## config.mk

```make
export PLATFORM = sky130hd
export DESIGN_NAME = command_master_uart
export DESIGN_NICKNAME = d
export VERILOG_FILES = /design/src/rtl/command_master_uart.sv
export SDC_FILE = /design/constraint.sdc
export NUM_CORES = 1
export LEC_CHECK = 0
export CORE_MARGIN = 1.5
export CORE_UTILIZATION = 57
export DETAILED_ROUTE_END_ITERATION = 10
export HOLD_SLACK_MARGIN = 0.06
export PLACE_DENSITY = 0.95
export SLEW_MARGIN = 20
export SYNTH_ARGS = -nofsm -noshare
export SYNTH_HDL_FRONTEND = slang
export SYNTH_SLANG_ARGS = --single-unit
```

## constraint.sdc

```tcl
create_clock -name clk -period 4.5 [get_ports clk]
set_clock_uncertainty 0.1 [all_clocks]
set_input_delay 0.9 -clock clk [delete_from_list [all_inputs] [get_ports clk]]
set_output_delay 0.9 -clock clk [all_outputs]
set_load 0.01 [all_outputs]
```

## src/rtl/command_master_uart.sv

```systemverilog
// command_master_uart
//   Host-side initiator for the UART register-access protocol. Turns a
//   parallel write/read request into the byte stream expected by the
//   register-side command parser:
//     write: OP_WRITE, addr, data byte 0 .. data byte VALUE_WORDS-1 (LE)
//     read : OP_READ,  addr, then collects VALUE_WORDS LE response bytes
//   A read either completes with o_rsp_valid/o_rsp_data or aborts with
//   o_rsp_timeout when the gap between response bytes grows too long.
//
// Ports
//   clk, i_reset_n              clock, asynchronous active-low reset
//   i_req_valid / o_req_ready   request handshake (ready only in IDLE)
//   i_req_write                 1 = write, 0 = read
//   i_req_addr, i_req_data      request address / write value
//   o_tx_data/o_tx_valid/i_tx_ready  byte stream to the UART transmitter
//   i_rx_data/i_rx_dv           bytes from the UART receiver
//   o_rsp_valid, o_rsp_data     read word, one-cycle pulse
//   o_rsp_timeout               read aborted, one-cycle pulse
//   o_wr_done                   last write byte accepted, one-cycle pulse
//   o_rx_unexpected             byte arrived while not awaiting a response
module command_master_uart #(
  parameter int                    WORD_WIDTH     = 8,
  parameter int                    VALUE_WORDS    = 4,
  parameter logic [WORD_WIDTH-1:0] OP_WRITE       = 8'h57,
  parameter logic [WORD_WIDTH-1:0] OP_READ        = 8'h52,
  parameter int                    TIMEOUT_CYCLES = 100000
) (
  input  logic                              clk,
  input  logic                              i_reset_n,
  input  logic                              i_req_valid,
  output logic                              o_req_ready,
  input  logic                              i_req_write,
  input  logic [WORD_WIDTH-1:0]             i_req_addr,
  input  logic [VALUE_WORDS*WORD_WIDTH-1:0] i_req_data,
  output logic [WORD_WIDTH-1:0]             o_tx_data,
  output logic                              o_tx_valid,
  input  logic                              i_tx_ready,
  input  logic [WORD_WIDTH-1:0]             i_rx_data,
  input  logic                              i_rx_dv,
  output logic                              o_rsp_valid,
  output logic [VALUE_WORDS*WORD_WIDTH-1:0] o_rsp_data,
  output logic                              o_rsp_timeout,
  output logic                              o_wr_done,
  output logic                              o_rx_unexpected
);

  localparam int IDX_W = (VALUE_WORDS > 1) ? $clog2(VALUE_WORDS) : 1;
  localparam int CNT_W = $clog2(TIMEOUT_CYCLES);

  localparam logic [IDX_W-1:0] LAST_IDX = IDX_W'(VALUE_WORDS - 1);
  localparam logic [CNT_W-1:0] CNT_TERM = CNT_W'(TIMEOUT_CYCLES - 1);

  localparam logic [2:0] S_IDLE      = 3'd0;
  localparam logic [2:0] S_SEND_OP   = 3'd1;
  localparam logic [2:0] S_SEND_ADDR = 3'd2;
  localparam logic [2:0] S_SEND_DATA = 3'd3;
  localparam logic [2:0] S_WAIT_RSP  = 3'd4;

  logic [2:0]                                state;
  logic                                      write_q;
  logic [WORD_WIDTH-1:0]                     addr_q;
  logic [VALUE_WORDS-1:0][WORD_WIDTH-1:0]    data_q;
  logic [VALUE_WORDS-1:0][WORD_WIDTH-1:0]    shadow;
  logic [VALUE_WORDS-1:0][WORD_WIDTH-1:0]    rsp_word;
  logic [IDX_W-1:0]                          idx;
  logic [IDX_W-1:0]                          idx_next;
  logic [CNT_W-1:0]                          cnt;
  logic                                      tx_fire;

  assign tx_fire  = o_tx_valid && i_tx_ready;
  assign idx_next = idx + 1'b1;

  // Shadow word with the byte arriving this cycle merged in; lets the last
  // response byte go straight to o_rsp_data without an extra cycle.
  always_comb begin
    rsp_word      = shadow;
    rsp_word[idx] = i_rx_data;
  end

  always_ff @(posedge clk or negedge i_reset_n) begin
    if (!i_reset_n) begin
      state           <= S_IDLE;
      o_req_ready     <= 1'b1;
      o_tx_valid      <= 1'b0;
      o_tx_data       <= '0;
      o_rsp_valid     <= 1'b0;
      o_rsp_timeout   <= 1'b0;
      o_wr_done       <= 1'b0;
      o_rx_unexpected <= 1'b0;
      o_rsp_data      <= '0;
      write_q         <= 1'b0;
      addr_q          <= '0;
      data_q          <= '0;
      shadow          <= '0;
      idx             <= '0;
      cnt             <= '0;
    end else begin
      o_rsp_valid     <= 1'b0;
      o_rsp_timeout   <= 1'b0;
      o_wr_done       <= 1'b0;
      // Bytes outside a read response are dropped but flagged.
      o_rx_unexpected <= i_rx_dv && (state != S_WAIT_RSP);

      case (state)
        S_IDLE: begin
          if (i_req_valid && o_req_ready) begin
            write_q     <= i_req_write;
            addr_q      <= i_req_addr;
            data_q      <= i_req_data;
            o_req_ready <= 1'b0;
            o_tx_valid  <= 1'b1;
            o_tx_data   <= i_req_write ? OP_WRITE : OP_READ;
            state       <= S_SEND_OP;
          end
        end

        S_SEND_OP: begin
          if (tx_fire) begin
            o_tx_data <= addr_q;
            state     <= S_SEND_ADDR;
          end
        end

        S_SEND_ADDR: begin
          if (tx_fire) begin
            idx <= '0;
            if (write_q) begin
              o_tx_data <= data_q[0];
              state     <= S_SEND_DATA;
            end else begin
              o_tx_valid <= 1'b0;
              cnt        <= '0;
              state      <= S_WAIT_RSP;
            end
          end
        end

        S_SEND_DATA: begin
          if (tx_fire) begin
            if (idx == LAST_IDX) begin
              o_tx_valid  <= 1'b0;
              o_wr_done   <= 1'b1;
              o_req_ready <= 1'b1;
              idx         <= '0;
              state       <= S_IDLE;
            end else begin
              idx       <= idx_next;
              o_tx_data <= data_q[idx_next];
            end
          end
        end

        S_WAIT_RSP: begin
          // A received byte takes priority over the timeout terminal count.
          if (i_rx_dv) begin
            cnt <= '0;
            if (idx == LAST_IDX) begin
              o_rsp_data  <= rsp_word;
              o_rsp_valid <= 1'b1;
              o_req_ready <= 1'b1;
              idx         <= '0;
              state       <= S_IDLE;
            end else begin
              shadow <= rsp_word;
              idx    <= idx_next;
            end
          end else if (cnt == CNT_TERM) begin
            // Partial bytes stay in shadow but are overwritten by the next read.
            o_rsp_timeout <= 1'b1;
            o_req_ready   <= 1'b1;
            idx           <= '0;
            cnt           <= '0;
            state         <= S_IDLE;
          end else begin
            cnt <= cnt + 1'b1;
          end
        end

        default: begin
          o_tx_valid  <= 1'b0;
          o_req_ready <= 1'b1;
          state       <= S_IDLE;
        end
      endcase
    end
  end

endmodule

```

==> results by group, run 1 <==
Status
  • Status: finished clean

Timing
  • Hold slack: 0.309 ns
  • Fmax: 0.345 GHz
  • Slew @ Worst Pin: 0.919 ns
  • Slew HR: 38.8%
  • Hold Fails Final Rpt: 0
  • Setup_tns: 0 ns
  • Max Transition Viols Final: 0
  • Final setup vio count: 0
  • Tmin final: 2.90 ns
  • RSZ-0062 raised after global routing: no
  • Period utilization: 64.4%

Clocking
  • Max Buffers Root-to-Sink: 2
  • H-tree depth: 4
  • CTS tree: done
  • Clock sinks: 133
  • Post-CTS setup buffer count: 0
  • Cts bufs inserted: 17
  • Worst-path clk slew: 0.06 ns
  • Post_cts resized: 0
  • Clock latency on the worst-skew pair: 0.55 ns
  • Hold buffers post-CTS: 0
  • Root Driver: clkbuf_8

Floorplanning
  • DIE AREA: 0.0112 mm²
  • IO Pins: 100
  • Core area: 0.0103 mm²
  • DIE WIDTH: 106 µm
  • Initial Util: 58.6%
  • Die Ht: 106 µm
  • Core Rows: 37

Place
  • Placed cells: 737
  • Dpl hpwl: 9.43 mm
  • Placed inst area: 0.00711 mm²
  • IO Port Bufs: 99
  • GP Congestion: 0.837

Synth
  • Top cells by area, synth: dfrtp_1 (55%), mux2_2 (12%), mux2i_1 (5.7%)
  • Largest family of logic cells by synthesized area: multiplexers
  • Top cell type's share of synthesized area: 54.9%
  • Post-synth EDFFs: 0
  • YS warnings: 0
  • Synth cell types: 53
  • Syn nets: 582
  • Register area share after synthesis: 55.3%
  • Ys async rst share: 100%
  • Cell with the most instances after synthesis: dfrtp_1
  • Mapped Avg Cell Area: 11.5 µm²
  • Post-synthesis mux area share: 19.7%
  • Mapped cell area: 0.00602 mm²
  • Post-synthesis adder-cell area fraction: 1.04%
  • Top_reg_cell synth: dfrtp_1
  • Post-Synth XOR/XNOR Area: 1.02%
  • Synth Area in Compound Gates: 8.32%
  • Cell taking the most area after synthesis: dfrtp_1
  • Yosys reg bits: 133
  • Top cells by count, synth: dfrtp_1 (132), nand2_1 (89), mux2_2 (63)
  • Cells after synthesis: 523
  • Simple-gate share of the synthesized area: 12.0%

Critical path
  • Crit. End Element: flop
  • Cell family with most CP delay: flip-flops
  • Critical-path cell list: inv_1 -> ha_1 -> mux4_2 -> mux2i_1 -> nand2_1 -> o21ai_0 -> o21ai_0
  • Worst path bufs/invs: 1
  • Worst Path Required: 4.81 ns
  • Max stage delay on crit path: 0.74 ns
  • WS Path Type: flop to flop
  • Worst-path fanout max: 11
  • Startpoint types: flop
  • Worst path arrival time: 3.21 ns
  • Most used cell, CP: o21ai_0
  • Slowest CP cell: dfrtp_1

Detailed routing
  • Iter 0 DRT Violations: 563
  • DRC: 0
  • Post-route ant nets: 0
  • DR pass1 iterations: 5
  • Routed wire per std cell: 20.0 µm
  • Vias: 4657
  • Post-Route WL: 15.4 mm
  • Vias per cell: 6.06

Layout
  • Storage element area: 0.00333 mm²
  • Area Growth Syn to Fin: 27.7%
  • Multi-input gate area: 0.00255 mm²
  • Ratio of cells with drive above 1 in the final layout: 18.5%
  • Ant diodes: 0
  • Nets@finish: 679
  • Post-route design area: 0.00769 mm²
  • Finished Layout Cells: 769
  • Filler Cell Count: 591

Worst hold path
  • Hold WC Path Type: primary input to async pin

Power and ir drop
  • Pwr Density: 566 mW/mm²
  • Max VDD drop: 0.000406 V
  • Static Leak: 3.40 nW
  • Overall power: 4.35 mW

Global routing
  • Remaining Overflow, GRT: 0
  • Antenna violations before repair: 0
  • First-pass GRT wire length: 24.9 mm
  • Largest net degree at the start of global routing: 96
  • Vias in the first global route: 4850
  • Global-route usage over all layers: 29.3%

Flow run
  • Max_cap viols: 0
==> cell usage in the layout (no fill, tap or decap), drive strengths merged, types with 2 or more instances in the layout <==
cell type and n:
a21o 2, a21oi 9, a22o 2, a22oi 3, a31o 2, a31oi 9, a41oi 2, and2 2
and3 3, and4bb 2, buf 6, bufinv 2, clkbuf 19, clkdlybuf4s50 98, clkinv 5, clkinvlp 2
dfrtp 132, ha 5, inv 13, mux2 63, mux2i 34, mux4 6, nand2 89, nand3 14
nand4 5, nor2 18, nor2b 4, nor3 5, nor3b 2, nor4b 2, o21ai 48, o22a 2
o22ai 3, xor2 6
==> cell type report <==
class | count | share of cell area (%)
clock buffers | 19 | 5.62
inverters | 9 | 0.439
well taps | 136 | 2.21
clock inverters | 13 | 1.90
flip-flops and latches | 133 | 43.3
multi-input cells | 355 | 33.1
repair buffers | 104 | 13.4
==> layer usage <==
metal | GRT usage [%] | routed length, µm | vias to the layer above
li1 | - | - | 2050
met4 | 11.8 | 427 | 0
met1 | 36.3 | 5990 | 2295
met3 | 7.05 | 1150 | 48
met5 | 0 | 0 | -
met2 | 49.4 | 7780 | 264
==> sequential cells by signal (all words and copies together), names as in the netlist <==
name / count
data_q: 32
o_wr_done: 1
shadow: 24
o_rsp_timeout: 1
o_rx_unexpected: 1
o_rsp_data: 32
write_q: 1
state: 3
o_tx_data: 8
cnt: 17
o_rsp_valid: 1
idx: 2
addr_q: 8
o_tx_valid: 1
o_req_ready: 1
==> metrics by stage <==
stage	setup slack, ns	util [%]
CTS	1.63	74.8
global route	1.48	74.8
floorplan	2.23	-
finish	1.60	74.8
detailed placement	1.32	69.1
global placement	1.42	69.1
==> power by group <==
| group | internal [mW] | leakage (nW) | switching (mW) | total, mW |
|---|---|---|---|---|
| Combinational | 0.629 | 1.38 | 0.548 | 1.18 |
| Clock | 0.811 | 0.280 | 0.562 | 1.37 |
| Sequential | 1.50 | 1.74 | 0.304 | 1.80 |
==> worst paths after layout <==
path                                start        endpoint  slack, ns  cells past startpoint
setup / recovery                   idx[0]    o_tx_data[1]       1.60                      7
hold / removal                  i_reset_n  o_rsp_data[10]       0.31                      1
setup reg to reg                   idx[0]    o_tx_data[1]       1.60                      7
hold reg to reg            o_rsp_data[28]  o_rsp_data[28]       0.38                      2
max in group asynchronous       i_reset_n     o_req_ready       3.09                      2
min in group clk           o_rsp_data[28]  o_rsp_data[28]       0.38                      2
==> logic make-up after synthesis <==
kind of cell | Yosys count
adders and majority gates | 5
and+or+nand+nor | 154
muxes | 103
AOI/OAI and AO/OA | 86
xor gates and xnor gates | 7
DFF | 133
buffers and inverters | 35
Note: power is estimated with default switching activity, not from simulation.
==> run 2: changes to the inputs <==
--- a/config.mk
+++ b/config.mk
@@ -6,10 +6,10 @@
 export NUM_CORES = 1
 export LEC_CHECK = 0
 export CORE_MARGIN = 1.5
-export CORE_UTILIZATION = 57
+export CORE_UTILIZATION = 48
 export DETAILED_ROUTE_END_ITERATION = 10
 export HOLD_SLACK_MARGIN = 0.06
-export PLACE_DENSITY = 0.95
+export PLACE_DENSITY = 0.86
 export SLEW_MARGIN = 20
 export SYNTH_ARGS = -nofsm -noshare
 export SYNTH_HDL_FRONTEND = slang
==> constraint.sdc (replaced) <==
create_clock -name clk -period 2.34 [get_ports clk]
set_clock_uncertainty 0.1 [all_clocks]
set_input_delay 0.468 -clock clk [delete_from_list [all_inputs] [get_ports clk]]
set_output_delay 0.468 -clock clk [all_outputs]
set_load 0.01 [all_outputs]
==> run 2 against run 1 <==
  * Total power increased by 96%
  * Non-clock buffer count increased by 18
  * Critical path type unchanged
  * Highest routed layer unchanged
  * Sequential share of layout area decreased by 1.4 points
  * Cell area increased by 3.5%
  * Clock power increased by 110%
==> results by group, run 2 (synthesis results as in run 1) <==
Global routing
  • Global-route usage over all layers: 22.9%
  • First-pass GRT wire length: 23.2 mm
  • Largest net degree at the start of global routing: 58
  • Antenna violations before repair: 0
  • Remaining Overflow, GRT: 0
  • Vias in the first global route: 4723

Place
  • IO Port Bufs: 99
  • Setup WS pre-CTS: 0.00640 ns
  • GP Congestion: 0.807
  • Placed inst area: 0.00730 mm²
  • Dpl hpwl: 9.71 mm

Clocking
  • H-tree depth: 4
  • Root Driver: clkbuf_16
  • CTS tree: done
  • Clock sinks: 133
  • Clock latency on the worst-skew pair: 0.42 ns
  • Worst-path clk slew: 0.06 ns
  • Max Buffers Root-to-Sink: 2
  • Cts bufs inserted: 17
  • Post-CTS setup buffer count: 0

Worst hold path
  • Hold WC Path Type: flop to flop
  • Hold Crit Depth: 2

Timing
  • Max Transition Viols Final: 0
  • Final setup vio count: 0
  • Hold slack: 0.379 ns
  • Setup slack after layout: 0.110 ns
  • Setup_tns: 0 ns
  • Hold Fails Final Rpt: 0
  • Slew HR: 57.3%
  • RSZ-0062 raised after global routing: yes
  • Tmin final: 2.23 ns
  • Period utilization: 95.3%
  • Slew @ Worst Pin: 0.636 ns
  • Fmax: 0.449 GHz

Floorplanning
  • IO Pins: 100
  • DIE WIDTH: 115 µm
  • Core Rows: 40
  • DIE AREA: 0.0132 mm²
  • Die Ht: 115 µm
  • Initial Util: 49.7%
  • Core area: 0.0121 mm²

Flow run
  • Max_cap viols: 0

Detailed routing
  • Post-Route WL: 14.1 mm
  • Post-route ant nets: 0
  • Vias per cell: 5.47
  • DR pass1 iterations: 4
  • Vias: 4478
  • Iter 0 DRT Violations: 339
  • DRC: 0
  • Routed wire per std cell: 17.2 µm

Power and ir drop
  • Switching pwr: 2.49 mW
  • Static Leak: 3.52 nW
  • Sequential Power Share: 38.4%
  • Internal power: 6.05 mW
  • Max VDD drop: 0.000648 V
  • Clock share of power: 33.5%
  • Combinational share of power: 28.1%
  • Net Sw Frac: 29.2%
  • Pwr Density: 1070 mW/mm²

Critical path
  • Startpoint types: flop
  • WS Path Type: flop to flop
  • Worst Path Required: 2.54 ns
  • Reg2Reg Depth: 7
  • Worst path arrival time: 2.43 ns
  • Crit. End Element: flop
  • Worst-path fanout max: 10

Layout
  • Area Growth Syn to Fin: 32.1%
  • Ant diodes: 0
  • Most frequent cells in the layout: dfrtp_1 (132), clkdlybuf4s50_1 (98), nand2_1 (89)
  • Core Util, Final: 65.7%
  • Largest registers: data_q (32), o_rsp_data (32), shadow (24)
  • Nets@finish: 697
  • Ratio of cells with drive above 1 in the final layout: 20.9%
  • Post-route design area: 0.00795 mm²
  • Commonest non-fill, non-tap cell in the layout: dfrtp_1

Status
  • Status: finished clean
run 2: changes by cell type in the layout (fill, tap and decap cells not counted), sizes merged:
cell,delta
buf,+17
bufinv,+2
clkbuf,+1
clkinvlp,+1
dlygate4sd3,+1
inv,-4
run 2: path summary, 6_finish.rpt:
| path | start | to | slack (ns) |
|---|---|---|---|
| max in group asynchronous | i_reset_n | o_rsp_data[26] | 0.95 |
| hold reg to reg | o_rsp_data[11] | o_rsp_data[11] | 0.38 |
| hold / removal | o_rsp_data[11] | o_rsp_data[11] | 0.38 |
| setup reg to reg | idx[0] | o_tx_data[3] | 0.11 |
| min in group asynchronous | i_reset_n | data_q[22] | 0.49 |
| setup / recovery | idx[0] | o_tx_data[3] | 0.11 |
run 2: repair_timing:
item | CTS | global route
endpoints found under the hold margin | 40 | 0
gates resized for setup | 0 | 1
endpoints found under the setup margin | 0 | 8
hold buffers | 1 | 0
run 2: power groups by stage:
stage	registers [mW]	clock network, mW	logic (mW)
floorplan	3.19	0	1.63
global placement	3.26	0	2.26
detailed placement	3.31	0	2.37
CTS	3.28	2.89	2.42
global route	3.35	3.01	2.62
finish	3.28	2.86	2.40
run 2: per-stage QoR:
step | power (mW) | cells
6_report | 8.55 | 819
5_1_grt | 8.98 | 819
4_1_cts | 8.59 | 819
3_5_place_dp | 5.68 | 786
3_3_place_gp | 5.52 | 786
2_1_floorplan | 4.83 | 523
run 2: worst max-delay path: stages, from the launching register on:
cell and delay [ns]:
dfrtp_1 0.40, inv_1 0.13, ha_1 0.64, buf_4 0.22, mux2i_1 0.20, o21ai_0 0.10
o21ai_0 0.21, o21ai_0 0.11
run 2: layout make-up:
type | instances | area, µm²
multi-input cells | 355 | 2550
well taps | 168 | 210
repair buffers | 122 | 1190
flip-flops and latches | 133 | 3330
fillers | 892 | 4160
clock buffers | 20 | 467
clock inverters | 12 | 175
inverters | 9 | 33.8
run 2: metal layers:
| metal | global-route usage, % | part of all wire [%] |
|---|---|---|
| met1 | 27.4 | 41 |
| met2 | 39.4 | 52 |
| met3 | 6.01 | 5.5 |
| met4 | 9.22 | 1.9 |
| met5 | 0 | 0 |
